**src/rtl/dmem_lsu_pkg.sv**
```systemverilog
// Shared types and constants for the dmem load/store sequencer.
package dmem_lsu_pkg;

  typedef enum logic [2:0] {
    IDLE,
    RD,
    RMW_RD,
    WR,
    RESP
  } state_t;

  localparam logic [1:0] SZ_B = 2'd0;
  localparam logic [1:0] SZ_H = 2'd1;
  localparam logic [1:0] SZ_W = 2'd2;

  localparam int LANE_BITS = 2;

  // Misaligned half/word accesses and the reserved size code are rejected.
  function automatic logic access_err(input logic [1:0] size,
                                      input logic [LANE_BITS-1:0] offset);
    case (size)
      SZ_B:    return 1'b0;
      SZ_H:    return offset[0];
      SZ_W:    return offset != '0;
      default: return 1'b1;
    endcase
  endfunction

endpackage

```
**src/rtl/dmem_lsu_if.sv**
```systemverilog
// Request/response handshake between the pipeline and the load/store sequencer.
interface dmem_lsu_if #(
  parameter int ADDR_W = 9,
  parameter int DATA_W = 32
);
  logic              req_valid;
  logic              req_ready;
  logic              req_write;
  logic [1:0]        req_size;
  logic              req_signed;
  logic [ADDR_W+1:0] req_addr;
  logic [DATA_W-1:0] req_wdata;
  logic              resp_valid;
  logic              resp_ready;
  logic [DATA_W-1:0] resp_rdata;
  logic              resp_err;

  modport master (
    output req_valid, req_write, req_size, req_signed, req_addr, req_wdata,
    output resp_ready,
    input  req_ready, resp_valid, resp_rdata, resp_err
  );

  modport slave (
    input  req_valid, req_write, req_size, req_signed, req_addr, req_wdata,
    input  resp_ready,
    output req_ready, resp_valid, resp_rdata, resp_err
  );
endinterface

```
**src/rtl/dmem_lane_align.sv**
```systemverilog
// Byte-lane steering: sub-word load extract/extend and sub-word store merge.
module dmem_lane_align
  import dmem_lsu_pkg::*;
(
  input  logic [31:0]          word,
  input  logic [LANE_BITS-1:0] offset,
  input  logic [1:0]           size,
  input  logic                 sign_ext,
  input  logic [31:0]          wdata,
  output logic [31:0]          load_data,
  output logic [31:0]          merged
);
  logic [7:0]  byte_sel;
  logic [15:0] half_sel;

  always_comb begin
    // NOTE: every output of a combinational block gets a default first, so no path can infer a latch.
    byte_sel  = word[{offset, 3'b000} +: 8];
    half_sel  = offset[1] ? word[31:16] : word[15:0];
    load_data = word;
    merged    = wdata;
    case (size)
      SZ_B: begin
        load_data = {{24{sign_ext & byte_sel[7]}}, byte_sel};
        merged    = word;
        merged[{offset, 3'b000} +: 8] = wdata[7:0];
      end
      SZ_H: begin
        load_data = {{16{sign_ext & half_sel[15]}}, half_sel};
        merged    = word;
        merged[{offset[1], 4'b0000} +: 16] = wdata[15:0];
      end
      default: ;
    endcase
  end
endmodule

```
**src/rtl/dmem_lsu.sv**
```systemverilog
// Load/store sequencer driving dmem on behalf of the pipeline; one request in flight.
module dmem_lsu
  import dmem_lsu_pkg::*;
#(
  parameter int ADDR_W = 9,
  parameter int DATA_W = 32
) (
  input  logic              clk,
  input  logic              rst_n,
  dmem_lsu_if.slave         bus,
  output logic [ADDR_W-1:0] readAddress,
  input  logic [DATA_W-1:0] readData,
  output logic [ADDR_W-1:0] writeAddress,
  output logic [DATA_W-1:0] writeData,
  output logic              mem_we
);
  state_t            state;
  logic [1:0]        r_size;
  logic              r_signed;
  logic [ADDR_W+1:0] r_addr;
  logic [DATA_W-1:0] r_wdata;
  logic [DATA_W-1:0] load_data;
  logic [DATA_W-1:0] merged;

  dmem_lane_align u_align (
    .word      (readData),
    .offset    (r_addr[LANE_BITS-1:0]),
    .size      (r_size),
    .sign_ext  (r_signed),
    .wdata     (r_wdata),
    .load_data (load_data),
    .merged    (merged)
  );

  always_ff @(posedge clk or negedge rst_n) begin
    if (!rst_n) begin
      state          <= IDLE;
      r_size         <= SZ_B;
      r_signed       <= 1'b0;
      r_addr         <= '0;
      r_wdata        <= '0;
      bus.req_ready  <= 1'b1;
      bus.resp_valid <= 1'b0;
      bus.resp_rdata <= '0;
      bus.resp_err   <= 1'b0;
      readAddress    <= '0;
      writeAddress   <= '0;
      writeData      <= '0;
      mem_we         <= 1'b0;
    end else begin
      // NOTE: state registers use non-blocking assignment so every branch sees pre-edge values.
      case (state)
        IDLE: begin
          if (bus.req_valid) begin
            r_size        <= bus.req_size;
            r_signed      <= bus.req_signed;
            r_addr        <= bus.req_addr;
            r_wdata       <= bus.req_wdata;
            bus.req_ready <= 1'b0;
            if (access_err(bus.req_size, bus.req_addr[LANE_BITS-1:0])) begin
              state          <= RESP;
              bus.resp_valid <= 1'b1;
              bus.resp_err   <= 1'b1;
              bus.resp_rdata <= '0;
            end else if (!bus.req_write) begin
              state       <= RD;
              readAddress <= bus.req_addr[ADDR_W+1:LANE_BITS];
            end else if (bus.req_size == SZ_W) begin
              state        <= WR;
              writeAddress <= bus.req_addr[ADDR_W+1:LANE_BITS];
              writeData    <= bus.req_wdata;
              mem_we       <= 1'b1;
            end else begin
              state       <= RMW_RD;
              readAddress <= bus.req_addr[ADDR_W+1:LANE_BITS];
            end
          end
        end
        RD: begin
          state          <= RESP;
          readAddress    <= '0;
          bus.resp_valid <= 1'b1;
          bus.resp_rdata <= load_data;
          bus.resp_err   <= 1'b0;
        end
        RMW_RD: begin
          state        <= WR;
          readAddress  <= '0;
          writeAddress <= r_addr[ADDR_W+1:LANE_BITS];
          writeData    <= merged;
          mem_we       <= 1'b1;
        end
        WR: begin
          state          <= RESP;
          writeAddress   <= '0;
          writeData      <= '0;
          mem_we         <= 1'b0;
          bus.resp_valid <= 1'b1;
          bus.resp_rdata <= '0;
          bus.resp_err   <= 1'b0;
        end
        RESP: begin
          // Acceptance resumes only from IDLE, one cycle after the response handshake.
          if (bus.resp_ready) begin
            state          <= IDLE;
            bus.resp_valid <= 1'b0;
            bus.resp_rdata <= '0;
            bus.resp_err   <= 1'b0;
            bus.req_ready  <= 1'b1;
          end
        end
        default: state <= IDLE;
      endcase
    end
  end
endmodule

```
**src/flat_wrapper.sv**
```systemverilog
// flat-port wrapper written by rule: the top's interface ports become plain ports
module dmem_lsu_flat import dmem_lsu_pkg::*;
#(
  parameter int ADDR_W = 9,
  parameter int DATA_W = 32
)
  (clk, rst_n, readAddress, readData, writeAddress, writeData, mem_we, bus_req_valid, bus_req_write, bus_req_size, bus_req_signed, bus_req_addr, bus_req_wdata, bus_resp_ready, bus_req_ready, bus_resp_valid, bus_resp_rdata, bus_resp_err);
  dmem_lsu_if #(.ADDR_W(ADDR_W), .DATA_W(DATA_W)) bus_i ();
  input  logic clk;
  input  logic rst_n;
  output logic [ADDR_W-1:0] readAddress;
  input  logic [DATA_W-1:0] readData;
  output logic [ADDR_W-1:0] writeAddress;
  output logic [DATA_W-1:0] writeData;
  output logic mem_we;
  input wire logic [$bits(bus_i.req_valid)-1:0] bus_req_valid;
  input wire logic [$bits(bus_i.req_write)-1:0] bus_req_write;
  input wire logic [$bits(bus_i.req_size)-1:0] bus_req_size;
  input wire logic [$bits(bus_i.req_signed)-1:0] bus_req_signed;
  input wire logic [$bits(bus_i.req_addr)-1:0] bus_req_addr;
  input wire logic [$bits(bus_i.req_wdata)-1:0] bus_req_wdata;
  input wire logic [$bits(bus_i.resp_ready)-1:0] bus_resp_ready;
  output wire logic [$bits(bus_i.req_ready)-1:0] bus_req_ready;
  output wire logic [$bits(bus_i.resp_valid)-1:0] bus_resp_valid;
  output wire logic [$bits(bus_i.resp_rdata)-1:0] bus_resp_rdata;
  output wire logic [$bits(bus_i.resp_err)-1:0] bus_resp_err;
  assign bus_i.req_valid = bus_req_valid;
  assign bus_i.req_write = bus_req_write;
  assign bus_i.req_size = bus_req_size;
  assign bus_i.req_signed = bus_req_signed;
  assign bus_i.req_addr = bus_req_addr;
  assign bus_i.req_wdata = bus_req_wdata;
  assign bus_i.resp_ready = bus_resp_ready;
  assign bus_req_ready = bus_i.req_ready;
  assign bus_resp_valid = bus_i.resp_valid;
  assign bus_resp_rdata = bus_i.resp_rdata;
  assign bus_resp_err = bus_i.resp_err;
  dmem_lsu #(.ADDR_W(ADDR_W), .DATA_W(DATA_W)) u_core (.clk(clk), .rst_n(rst_n), .bus(bus_i), .readAddress(readAddress), .readData(readData), .writeAddress(writeAddress), .writeData(writeData), .mem_we(mem_we));
endmodule
```
**config.mk**
```make
export PLATFORM = sky130hd
export DESIGN_NAME = dmem_lsu_flat
export DESIGN_NICKNAME = d
export VERILOG_FILES = /design/src/rtl/dmem_lsu_pkg.sv /design/src/rtl/dmem_lsu_if.sv /design/src/rtl/dmem_lane_align.sv /design/src/rtl/dmem_lsu.sv /design/src/flat_wrapper.sv
export SDC_FILE = /design/constraint.sdc
export NUM_CORES = 1
export LEC_CHECK = 0
export BUFFER_PORTS_ARGS = -buffer_cell sky130_fd_sc_hd__buf_2
export CAP_MARGIN = 10
export CORE_AREA = 8 8 133 135
export DETAILED_ROUTE_END_ITERATION = 12
export DIE_AREA = 0 0 141 143
export PLACE_DENSITY = 0.87
export SLEW_MARGIN = 20
export SYNTH_ARGS = -nofsm -noshare
export SYNTH_HDL_FRONTEND = slang
export SYNTH_HIERARCHICAL = 1
export SYNTH_SLANG_ARGS = --single-unit
```
**constraint.sdc**
```tcl
create_clock -name clk -period 2.4 [get_ports clk]
set_clock_uncertainty 0.2 [all_clocks]
set_input_delay 0.36 -clock clk [delete_from_list [all_inputs] [get_ports clk]]
set_output_delay 0.36 -clock clk [all_outputs]
set_load 0.02 [all_outputs]
```
Word level (Yosys, flattened, before mapping)
Index checks and enable logic that the tools add are counted.
{"block": "classes", "n_addsub": 2, "eq_ne": 14, "shift": 5, "mux": 46, "bitwise": 2, "reduce_logical": 18}
{"op": "32-bit 2-to-1 mux", "n": 7}
{"op": "32-bit case mux with 2 select lines", "n": 2}
{"op": "32-bit case mux with 4 select lines", "n": 1}
{"op": "32-bit case mux with 3 select lines", "n": 1}
{"op": "9-bit 2-to-1 mux", "n": 8}
{"op": "32-bit bitwise mux", "n": 2}
{"op": "16-bit by 7-bit variable shift with 32-bit output (first input constant)", "n": 1}
{"op": "8-bit by 7-bit variable shift with 32-bit output (first input constant)", "n": 1}
{"op": "16-bit by 7-bit variable part select with 32-bit output", "n": 1}
{"op": "32-bit by 6-bit variable part select with 8-bit output", "n": 1}
{"op": "8-bit by 7-bit variable part select with 32-bit output", "n": 1}
{"op": "9-bit case mux with 3 select lines", "n": 1}
{"op": "9-bit case mux with 2 select lines", "n": 1}
{"op": "16-bit 2-to-1 mux", "n": 1}
{"op": "5-bit negator with 7-bit output", "n": 2}
{"op": "1-bit 2-to-1 mux", "n": 12}
{"op": "3-bit 2-to-1 mux", "n": 4}
{"op": "1-bit case mux with 3 select lines", "n": 4}
{"op": "3-bit case mux with 4 select lines", "n": 1}
{"op": "4-bit AND reduction", "n": 3}
{"op": "2-bit inequality test (second input constant)", "n": 4}
{"op": "3-bit by 2-bit == test with 1-bit output (second input constant)", "n": 2}
{"op": "2-bit nonzero test", "n": 3}
{"op": "3-bit nonzero test", "n": 2}
{"op": "15 further kinds", "n": 21}
{"block": "totals", "ff_bits": 135, "in_bits": 83, "out_inout_bits": 86}

Longest topological paths before layout
Gate-level depths: netlist of the first run.
{"block": "logic_depth", "depth_word": 7, "ltp_mapped": 12}

By module
Netlist of the first run, hierarchy kept.
{"mod": "dmem_lsu", "instances": 1, "cells_per_inst": 476, "area_each_um2": 5918.2}
{"mod": "dmem_lane_align", "instances": 1, "cells_per_inst": 277, "area_each_um2": 1709.1}

Least setup slack after synthesis of the first run
OpenSTA, ideal clock, no wires.
{"block": "synth_timing", "path_kind": "register to register", "start": "register u_core.r_addr[1]", "end": "register u_core.writeData[25]", "t_arrival_ns": 2.217, "required_ns": 2.121, "slack_ns": -0.097, "path_stages_with_launch": 12, "path_buffers": 2, "synth_period_minus_slack_ns": 2.497, "cell_sequence": "dfrtp_1 -> buf_6 -> buf_2 -> inv_2 -> ha_1 -> nor3_1 -> nor4b_4 -> nand2_1 -> o311ai_0 -> nor3b_1 -> a21oi_1 -> mux2i_1"}
{"block": "synth_between", "elab_chain_len": 5}
{"item": "start, declared", "line": "dmem_lsu.sv:20", "text": "logic [ADDR_W+1:0] r_addr;"}
{"item": "start signal, assigned", "line": "dmem_lsu.sv:57", "text": "r_addr <= bus.req_addr;"}
{"item": "5-bit negator with 7-bit output (on tied branches)", "line": "dmem_lane_align.sv:31, dmem_lane_align.sv:26"}
{"item": "16-bit by 7-bit variable part select with 32-bit output, or another cell as far along", "line": "dmem_lane_align.sv:31", "text": "merged[{offset[1], 4'b0000} +: 16] = wdata[15:0];"}
{"item": "32-bit bitwise mux (on tied branches)", "line": "dmem_lane_align.sv:31, dmem_lane_align.sv:26"}
{"item": "32-bit case mux with 2 select lines *", "line": "dmem_lane_align.sv:22", "text": "case (size)"}
{"item": "named net u_core.merged[25]", "line": "dmem_lsu.sv:23", "text": "logic [DATA_W-1:0] merged;"}
{"item": "32-bit case mux with 3 select lines *", "line": "dmem_lsu.sv:52", "text": "case (state)"}
{"item": "end signal, assigned", "line": "dmem_lsu.sv:71", "text": "writeData <= bus.req_wdata;"}
{"item": "end signal, assigned", "line": "dmem_lsu.sv:90", "text": "writeData <= merged;"}
{"item": "end, declared", "line": "dmem_lsu.sv:14", "text": "output logic [DATA_W-1:0] writeData,"}
Mark *: on every way through the listed nets, which the timed path passes. The rest lies on a longest branch.
A chain may end at the register's enable or synchronous reset.

Final worst setup path of the first run
{"block": "layout_timing", "start": "register u_core.r_addr[1]", "end": "register u_core.writeData[13]"}
The elaborated chain is that of the path after synthesis.

==> summary.md, run 1 <==
The tools report the net switching power figure as 6.47 mW. The run finished with clean final reports. The worst-case headroom to the max-slew limit was 0.645; the DRC marker count from the first detailed-route iteration was 734. The logs give 0 for the buffers inserted during post-CTS setup optimization and 1,051 for the count of nets after finishing.

After detailed routing, the number of remaining DRC violations is 0. The run gives 6 as the number of warnings reported in the yosys synthesis log. The logs give 0.532 for the proportion of power drawn by combinational gates and 62 for the number of different library cells in the post-synthesis netlist. Leaving out fill and tap cells, the most frequent cells in the layout are sky130_fd_sc_hd__buf_2 (167), sky130_fd_sc_hd__dfrtp_1 (131), sky130_fd_sc_hd__a21oi_1 (99), sky130_fd_sc_hd__nand2_1 (66), sky130_fd_sc_hd__inv_1 (62).

Clock tree root driver cell: sky130_fd_sc_hd__clkbuf_16. The dominant register cell in the synthesized netlist was sky130_fd_sc_hd__dfrtp_1. TritonCTS built the clock tree.

At the pin with the least slew margin, the transition time is 0.532 ns. The total of max-cap violations is 0. The launching point of the worst reg2reg path was u_core/r_addr[1]. Buffers inserted during clock tree synthesis total 17. The final weighted congestion of routability-driven global placement came out at 0.960. The fill cell instance count of the final layout is 1,248, and the total routing usage reported by global routing is 0.242. In the synthesized netlist, the number of instances is 753. Summed over all layers, the global routing overflow is 0. The number of nets produced by synthesis was 841; the number of nets still failing antenna checks after routing was 0. The minimum clock period was 2.36 ns; the power per standard cell area was 1490 nW/um^2. Synthesis inferred 135 register bits.

STA puts the critical path data arrival time at 2.51 ns. The library cell used most frequently in the layout, excluding fill and tap cells, is sky130_fd_sc_hd__buf_2. The mean cell area of the mapped netlist is 10.1 um^2. The number of core rows was 46.

The die is 141 um wide. The fraction of layout instances using a drive strength above 1 is 0.326. The switching share of power was 0.440; the async set-reset flop share out of synthesis was 1.00. The worst setup path is of the reg2reg kind.

The tools report the leakage power figure as 4.66 nW. The clock transition at the register clock pins on the worst setup and hold paths after CTS is 0.06 ns, and the total power draw is 14.7 mW. The worst setup path is launched from a flip-flop.

In this run the number of H-tree levels came out at 4. The tools report the fmax as 423 MHz. The detailed-route wire length is 24,300 um. The number of search-and-repair iterations in the first detailed-routing pass is 7, and the vertical die dimension is 143 um.

In this run the standard cell core region covers 15,600 um^2. For the worst setup path, the data required time is 2.55 ns. After routing, the total negative slack on setup checks comes to 0 ns. For the relative contribution of sequential cells to total power, the log shows 0.293.

In this run the worst path has a maximum fanout of 5. The logs give 0.176 for the clock share of power and 8.23 mW for the total internal power. The run gives 135 as the number of clock sinks seen by CTS. The worst hold path begins at bus_req_addr[1]. The synthesis-to-finish area growth is 29.1%.

The average wire per cell in the routed design came out at 20.4 um. The library cell occupying the most area in the post-synthesis netlist was sky130_fd_sc_hd__dfrtp_1. The starting utilization of the core area was 0.489. Entering global routing, the biggest net connects 65 pins. In this run the cell area of the synthesized design comes to 7630 um^2. IR analysis of the VDD net gives a maximum drop of 0.671 mV. For the via count of the first global-routing pass, the log shows 6,981. Clock latency on the worst-skew pair, taken at its later pin, is 0.43 ns. The detailed placement HPWL is 17,500 um. The part of the cycle the worst path needs was 0.985. With fillers left out, the area of the finished cells amounts to 9840 um^2.

Setup repair after global routing could not meet its margin everywhere. The first global-routing pass estimated 38,300 um of wire. Setup violations remaining at the end of the flow were counted as 0. Tracing the worst setup path back leads to its startpoint at u_core/r_addr[1]. The critical path endpoint category is a flip-flop. The die covers 20,200 um^2. Post-detailed-route via-to-cell ratio: 5.75.

No sink is reached through more buffers than the 2 on the longest clock path. Final hold analysis gives a worst-case slack of 0.0224 ns. The count of flip-flops with a built-in enable after synthesis was 0; the total count of max-transition violations in the final report was 0. The min-delay analysis places its worst path in the category in2reg. The logs give 169 for the number of I/O pins and 0.443 for the register area share after synthesis.

The initial antenna violation count is 1. In the post-synthesis netlist, the biggest area contributors are sky130_fd_sc_hd__dfrtp_1 (44%), sky130_fd_sc_hd__mux2_2 (7.5%), sky130_fd_sc_hd__mux2i_1 (7.2%), sky130_fd_sc_hd__a21oi_1 (6.5%), sky130_fd_sc_hd__a22o_1 (4.8%). The total number of vias is 6,864, and the hold violation count in the final report is 0.

In this run the tool buffered the top-level ports with 168 buffer cells. The utilization after layout was 0.631. The share of the synthesized area in the top cell type is 0.440. Once placement finished, the instance area stood at 8820 um^2.
==> stage by stage <==
stage / std cells / setup slack (ns)
2_1_floorplan: 753 / 0.0249
3_3_place_gp: 1117 / 0.0998
3_5_place_dp: 1117 / 0.0615
4_1_cts: 1192 / 0.0472
5_1_grt: 1193 / -0.0520
6_report: 1193 / 0.0359
==> power groups by stage <==
stage               combinational, mW  sequential [mW]  clock, mW
CTS                              7.70             4.27       2.63
global route                     8.37             4.43       2.73
global placement                 7.49             4.25          0
finish                           7.82             4.30       2.58
floorplan                        4.54             4.90          0
detailed placement               7.62             4.27          0
==> critical path, cell delays in order, from the launching register on <==
cell                       delay, ns
sky130_fd_sc_hd__dfrtp_2        0.42
sky130_fd_sc_hd__inv_4          0.06
sky130_fd_sc_hd__ha_4           0.29
sky130_fd_sc_hd__nor2b_1        0.23
sky130_fd_sc_hd__nand4_1        0.12
sky130_fd_sc_hd__a222oi_1       0.43
sky130_fd_sc_hd__nor3b_1        0.29
sky130_fd_sc_hd__a21oi_1        0.07
sky130_fd_sc_hd__mux2i_1        0.16
==> layer usage <==
layer / up-vias / global-route usage / routed length, um
met5: - / 0 / 0
met4: 0 / 0.106 / 590
met1: 3344 / 0.306 / 9960
met3: 50 / 0.0544 / 1910
li1: 3134 / - / -
met2: 336 / 0.391 / 11800
==> area by class of cell <==
| cell class | count | area, um^2 | share of cell area |
|---|---|---|---|
| Antenna cell | 1 | 2.50 | 0.000254 |
| Timing Repair Buffer | 251 | 1680 | 0.170 |
| Clock inverter | 15 | 154 | 0.0156 |
| Multi-Input combinational cell | 493 | 3680 | 0.374 |
| Clock buffer | 17 | 425 | 0.0432 |
| Inverter | 65 | 246 | 0.0250 |
| Sequential cell | 135 | 3380 | 0.344 |
| Tap cell | 216 | 270 | 0.0275 |
==> synthesized netlist by cell type (3+ instances only) <==
cell and number:
sky130_fd_sc_hd__buf_8 4, sky130_fd_sc_hd__nor2_1 10, sky130_fd_sc_hd__buf_2 21, sky130_fd_sc_hd__buf_4 5, sky130_fd_sc_hd__ha_1 5, sky130_fd_sc_hd__nand2b_1 13
sky130_fd_sc_hd__nand2_1 66, sky130_fd_sc_hd__a211o_1 7, sky130_fd_sc_hd__o21ai_1 3, sky130_fd_sc_hd__nor2b_1 6, sky130_fd_sc_hd__a222oi_1 7, sky130_fd_sc_hd__nor3_1 4
sky130_fd_sc_hd__a22o_1 42, sky130_fd_sc_hd__clkbuf_1 23, sky130_fd_sc_hd__mux2i_1 55, sky130_fd_sc_hd__inv_1 63, sky130_fd_sc_hd__nor3b_1 44, sky130_fd_sc_hd__dfrtp_1 134
sky130_fd_sc_hd__a21oi_1 99, sky130_fd_sc_hd__mux2_2 51, sky130_fd_sc_hd__a22oi_1 6, sky130_fd_sc_hd__a221o_1 14, sky130_fd_sc_hd__o21ai_0 19, sky130_fd_sc_hd__buf_6 5
==> cell families (layout without fill, tap and decap cells) <==
logic type / Yosys count / after routing / share of synthesized area
compound gates: 217 / 217 / 0.197
simple gates: 164 / 164 / 0.125
flops: 135 / 135 / 0.443
buf+inv: 125 / 348 / 0.0782
mux: 106 / 106 / 0.147
fa+ha+maj: 5 / 5 / 0.00820
xor+xnor: 1 / 1 / 0.00115
other cells: 0 / 1 / 0
==> flip-flops by register name (all words and copies together) (netlist names), 2 cells and up <==
signal / count
u_core/bus.resp_rdata: 32
u_core/r_addr: 11
u_core/r_size: 2
u_core/r_wdata: 32
u_core/readAddress: 9
u_core/state: 3
u_core/writeAddress: 9
u_core/writeData: 32
==> final timing paths <==
check                                             to  slack, ns  depth (start not counted)
max in group asynchronous       u_core/writeData[31]       1.09                          3
hold reg to reg             u_core/bus.resp_rdata[3]       0.29                          1
setup / recovery                u_core/writeData[13]       0.04                          8
setup reg to reg                u_core/writeData[13]       0.04                          8
min in group asynchronous  u_core/bus.resp_rdata[30]       0.24                          2
hold / removal                      u_core/r_addr[1]       0.02                          2
==> what timing repair did <==
item	CTS	global route
setup endpoints to repair	0	27
endpoints found under the hold margin	100	0
gates resized for setup	0	6
hold buffers	43	0
Power figures use the tool's default switching activity.
==> run 2, diff against run 1 <==
--- a/config.mk
+++ b/config.mk
@@ -10,6 +10,7 @@
 export CORE_AREA = 8 8 133 135
 export DETAILED_ROUTE_END_ITERATION = 12
 export DIE_AREA = 0 0 141 143
+export MAX_ROUTING_LAYER = met4
 export PLACE_DENSITY = 0.87
 export SLEW_MARGIN = 20
 export SYNTH_ARGS = -nofsm -noshare
==> run 2 against run 1 <==
Net effect:
- design area is 0.42% lower
- sequential power is essentially flat
- maximum frequency is 0.90% higher
- critical path type unchanged
==> summary.md, run 2 (same netlist as run 1, synthesis figures left out) <==
The top fanout value on the critical path works out to 7 (+2). STA classifies the critical path startpoint as a flip-flop. The worst-case headroom to the max-slew limit is 0.639 (-0.00571), and the setup slack of the most critical reg-to-reg path is 0.06 ns (+0.02 ns).

The vertical die dimension is 143 um (unchanged). The logs give 24,500 um (+0.77%) for the detailed-route wire length and 0 (unchanged) for the remaining routing DRC violations. The tools report the capture point of the critical path as u_core/writeData[25].

For the final setup violation count, the log shows 0 (unchanged). The buffers inserted during post-CTS setup optimization came out at 0 (unchanged). The logs give 38,500 um (+0.54%) for the first-pass GRT wire length and 8830 um^2 (+0.11%) for the total cell area at the placement stage. The kind of path behind the tightest hold check is in2reg. The leakage power figure was 4.63 nW (-0.73%); the minimum clock period was 2.34 ns (-0.0210 ns). The tools report the total power draw as 14.6 mW (-0.66%). The flow ran to the end, and the final reports show no timing, DRC or antenna violations. For the clock network latency to the later pin of the worst-skew pair, the log shows 0.42 ns (about the same). TritonCTS built the clock tree. The total routing usage reported by global routing came out at 0.251 (+0.00891). The finished layout cell area was 9800 um^2 (-0.42%); the critical path data arrival time was 2.49 ns (-0.02 ns). Critical path endpoint category: a flip-flop. The maximum number of pins on one net before global-route repair came out at 65 (unchanged).

The final weighted congestion of routability-driven global placement is 0.990 (+3.1%), and the area of the core is 15,600 um^2 (unchanged). Post-detailed-route via-to-cell ratio: 5.77 (+0.36%). The full die area came out at 20,200 um^2 (unchanged). The clock transition at the register clock pins on the worst setup and hold paths after CTS is 0.06 ns (about the same).

The total of buffers placed on input and output ports came out at 168 (unchanged). The number of buffers added by the clock tree synthesis step was 17 (unchanged). The critical path goes through inv_4, ha_4, nor3_2, nor4b_4, buf_6, nand2_1, o311ai_0, nor3b_2, a21oi_1, mux2i_1. The synthesis-to-finish area growth is 28.5%. The tools report the number of clock sinks seen by CTS as 135 (unchanged). The total number of vias was 6,860 (-0.058%); the total count of max-transition violations in the final report was 0 (unchanged).

The highest ir drop seen on vdd came out at 0.709 mV (+5.6%). The fraction of layout instances using a drive strength above 1 came out at 0.334 (+0.00854). The tools report the clock tree root driver cell as sky130_fd_sc_hd__clkbuf_16.

The tools report the endpoint of the worst register-to-register path as u_core/writeData[25]. The fmax came out at 427 MHz (+0.90%). The library cells used most frequently in the layout, excluding fill and tap cells, are sky130_fd_sc_hd__buf_2 (167), sky130_fd_sc_hd__dfrtp_1 (131), sky130_fd_sc_hd__a21oi_1 (99), sky130_fd_sc_hd__nand2_1 (66), sky130_fd_sc_hd__inv_1 (62). The fill cell instance count of the final layout came out at 1,253 (+0.40%). The tools report the first element of the critical path as u_core/r_addr[1]. The count of antenna diodes in the layout is 0 (-1). The via count of the first global-routing pass was 6,941 (-0.57%). The number of nets still failing antenna checks after routing is 0 (unchanged). The hold violation count in the final report came out at 0 (unchanged). The worst reg-to-reg path cell count is 10 (+2), and the number of H-tree levels is 4 (unchanged). The overflow left after global routing was 0 (unchanged). The number of I/O pins is 169 (unchanged). Part of the cycle the worst path needs: 0.976 (-0.00875). The launching point of the worst reg2reg path is u_core/r_addr[1]. Setup repair after global routing could not meet its margin everywhere. The worst setup path is of the reg2reg kind. For the starting utilization of the core area, the log shows 0.489 (unchanged).

The count of nets after finishing is 1,049 (-0.19%), and the number of buffers between clock root and the deepest sink is 2 (unchanged). The power per standard cell area is 1490 nW/um^2 (-0.25%). Delay of the slowest critical-path stage: 0.46 ns (+0.03 ns). X dimension of the die: 141 um (unchanged).

The average wire per cell in the routed design was 20.6 um (+1.2%); the total of max-cap violations was 0 (unchanged). The largest registers in the layout are u_core/bus.resp_rdata (32), u_core/r_wdata (32), u_core/writeData (32). Initial antenna violation count: 0 (-1). For the number of core rows, the log shows 46 (unchanged). The tools report the number of search-and-repair iterations in the first detailed-routing pass as 6 (-1). Most common library cell in the layout ignoring fill and taps: sky130_fd_sc_hd__buf_2. The required time at the endpoint of the critical path is 2.55 ns (about the same), and the detailed placement HPWL is 17,600 um (+0.64%). The worst-path cell with the longest stage delay was sky130_fd_sc_hd__dfrtp_2. The DRC marker count from the first detailed-route iteration was 691 (-5.9%); the transition at the pin with the smallest max-transition slack was 0.541 ns (+0.00857 ns).
## run 2: routing by layer
layer | up-vias | global-route usage | wire, um
met2 | 337 | 0.394 | 11900
met3 | 49 | 0.0571 | 1770
met5 | - | - | 0
li1 | 3116 | - | -
met1 | 3358 | 0.310 | 10200
met4 | 0 | 0.100 | 664
## run 2: area by class of cell
type	instances	area, um^2	share of cell area
inverters	65	246	0.0251
clock buffers	19	453	0.0462
repair buffers	249	1650	0.168
clock inverters	11	104	0.0106
well taps	216	270	0.0276
multi-input cells	493	3700	0.377
flip-flops and latches	135	3380	0.345
## run 2: worst min path at each step
stage,startpoint,endpoint,slack (ns),depth (start not counted)
2_1_floorplan,rst_n,u_core/bus.resp_err,-0.14,0
3_3_place_gp,rst_n,u_core/bus.resp_rdata[27],0.1,1
3_5_place_dp,rst_n,u_core/bus.resp_rdata[27],0.1,1
4_1_cts,bus_req_wdata[1],u_core/r_wdata[1],0.002,2
5_1_grt,bus_req_wdata[10],u_core/r_wdata[10],0.02,2
6_report,bus_resp_ready,u_core/bus.req_ready,0.02,3
## run 2: critical path, delay by kind of cell (launching register included)
| family | cells | cell delay [ns] |
|---|---|---|
| adders and majority gates | 1 | 0.21 |
| buffers and inverters | 2 | 0.28 |
| DFF | 1 | 0.46 |
| muxes | 1 | 0.13 |
| AOI/OAI and AO/OA | 2 | 0.20 |
| and+or+nand+nor | 4 | 0.79 |
## run 2: through the flow
step	cells	util	hold slack [ns]	TNS [ns]	setup slack, ns
after detailed placement	1120	0.566	0.0962	-0.0171	-0.0171
final	1188	0.628	0.0172	0	0.0569
after global placement	1120	0.566	0.0956	0	0.0889
after floorplan	753	-	-0.136	0	0.0249
after CTS	1187	0.626	0.00169	0	0.0112
after global routing	1188	0.628	0.0156	-0.00561	-0.00561
## run 2: power by group
| group | switching, mW | internal (mW) | total [mW] |
|---|---|---|---|
| registers | 0.888 | 3.41 | 4.30 |
| clock network | 1.00 | 1.46 | 2.47 |
| logic | 4.46 | 3.37 | 7.83 |
## run 2: timing repair
action / in CTS / in global routing
resized for setup: 1 / 13
endpoints found under the hold margin: 77 / 1
cloned: 0 / 0
setup endpoints to repair: 3 / 18
hold buffers: 37 / 1
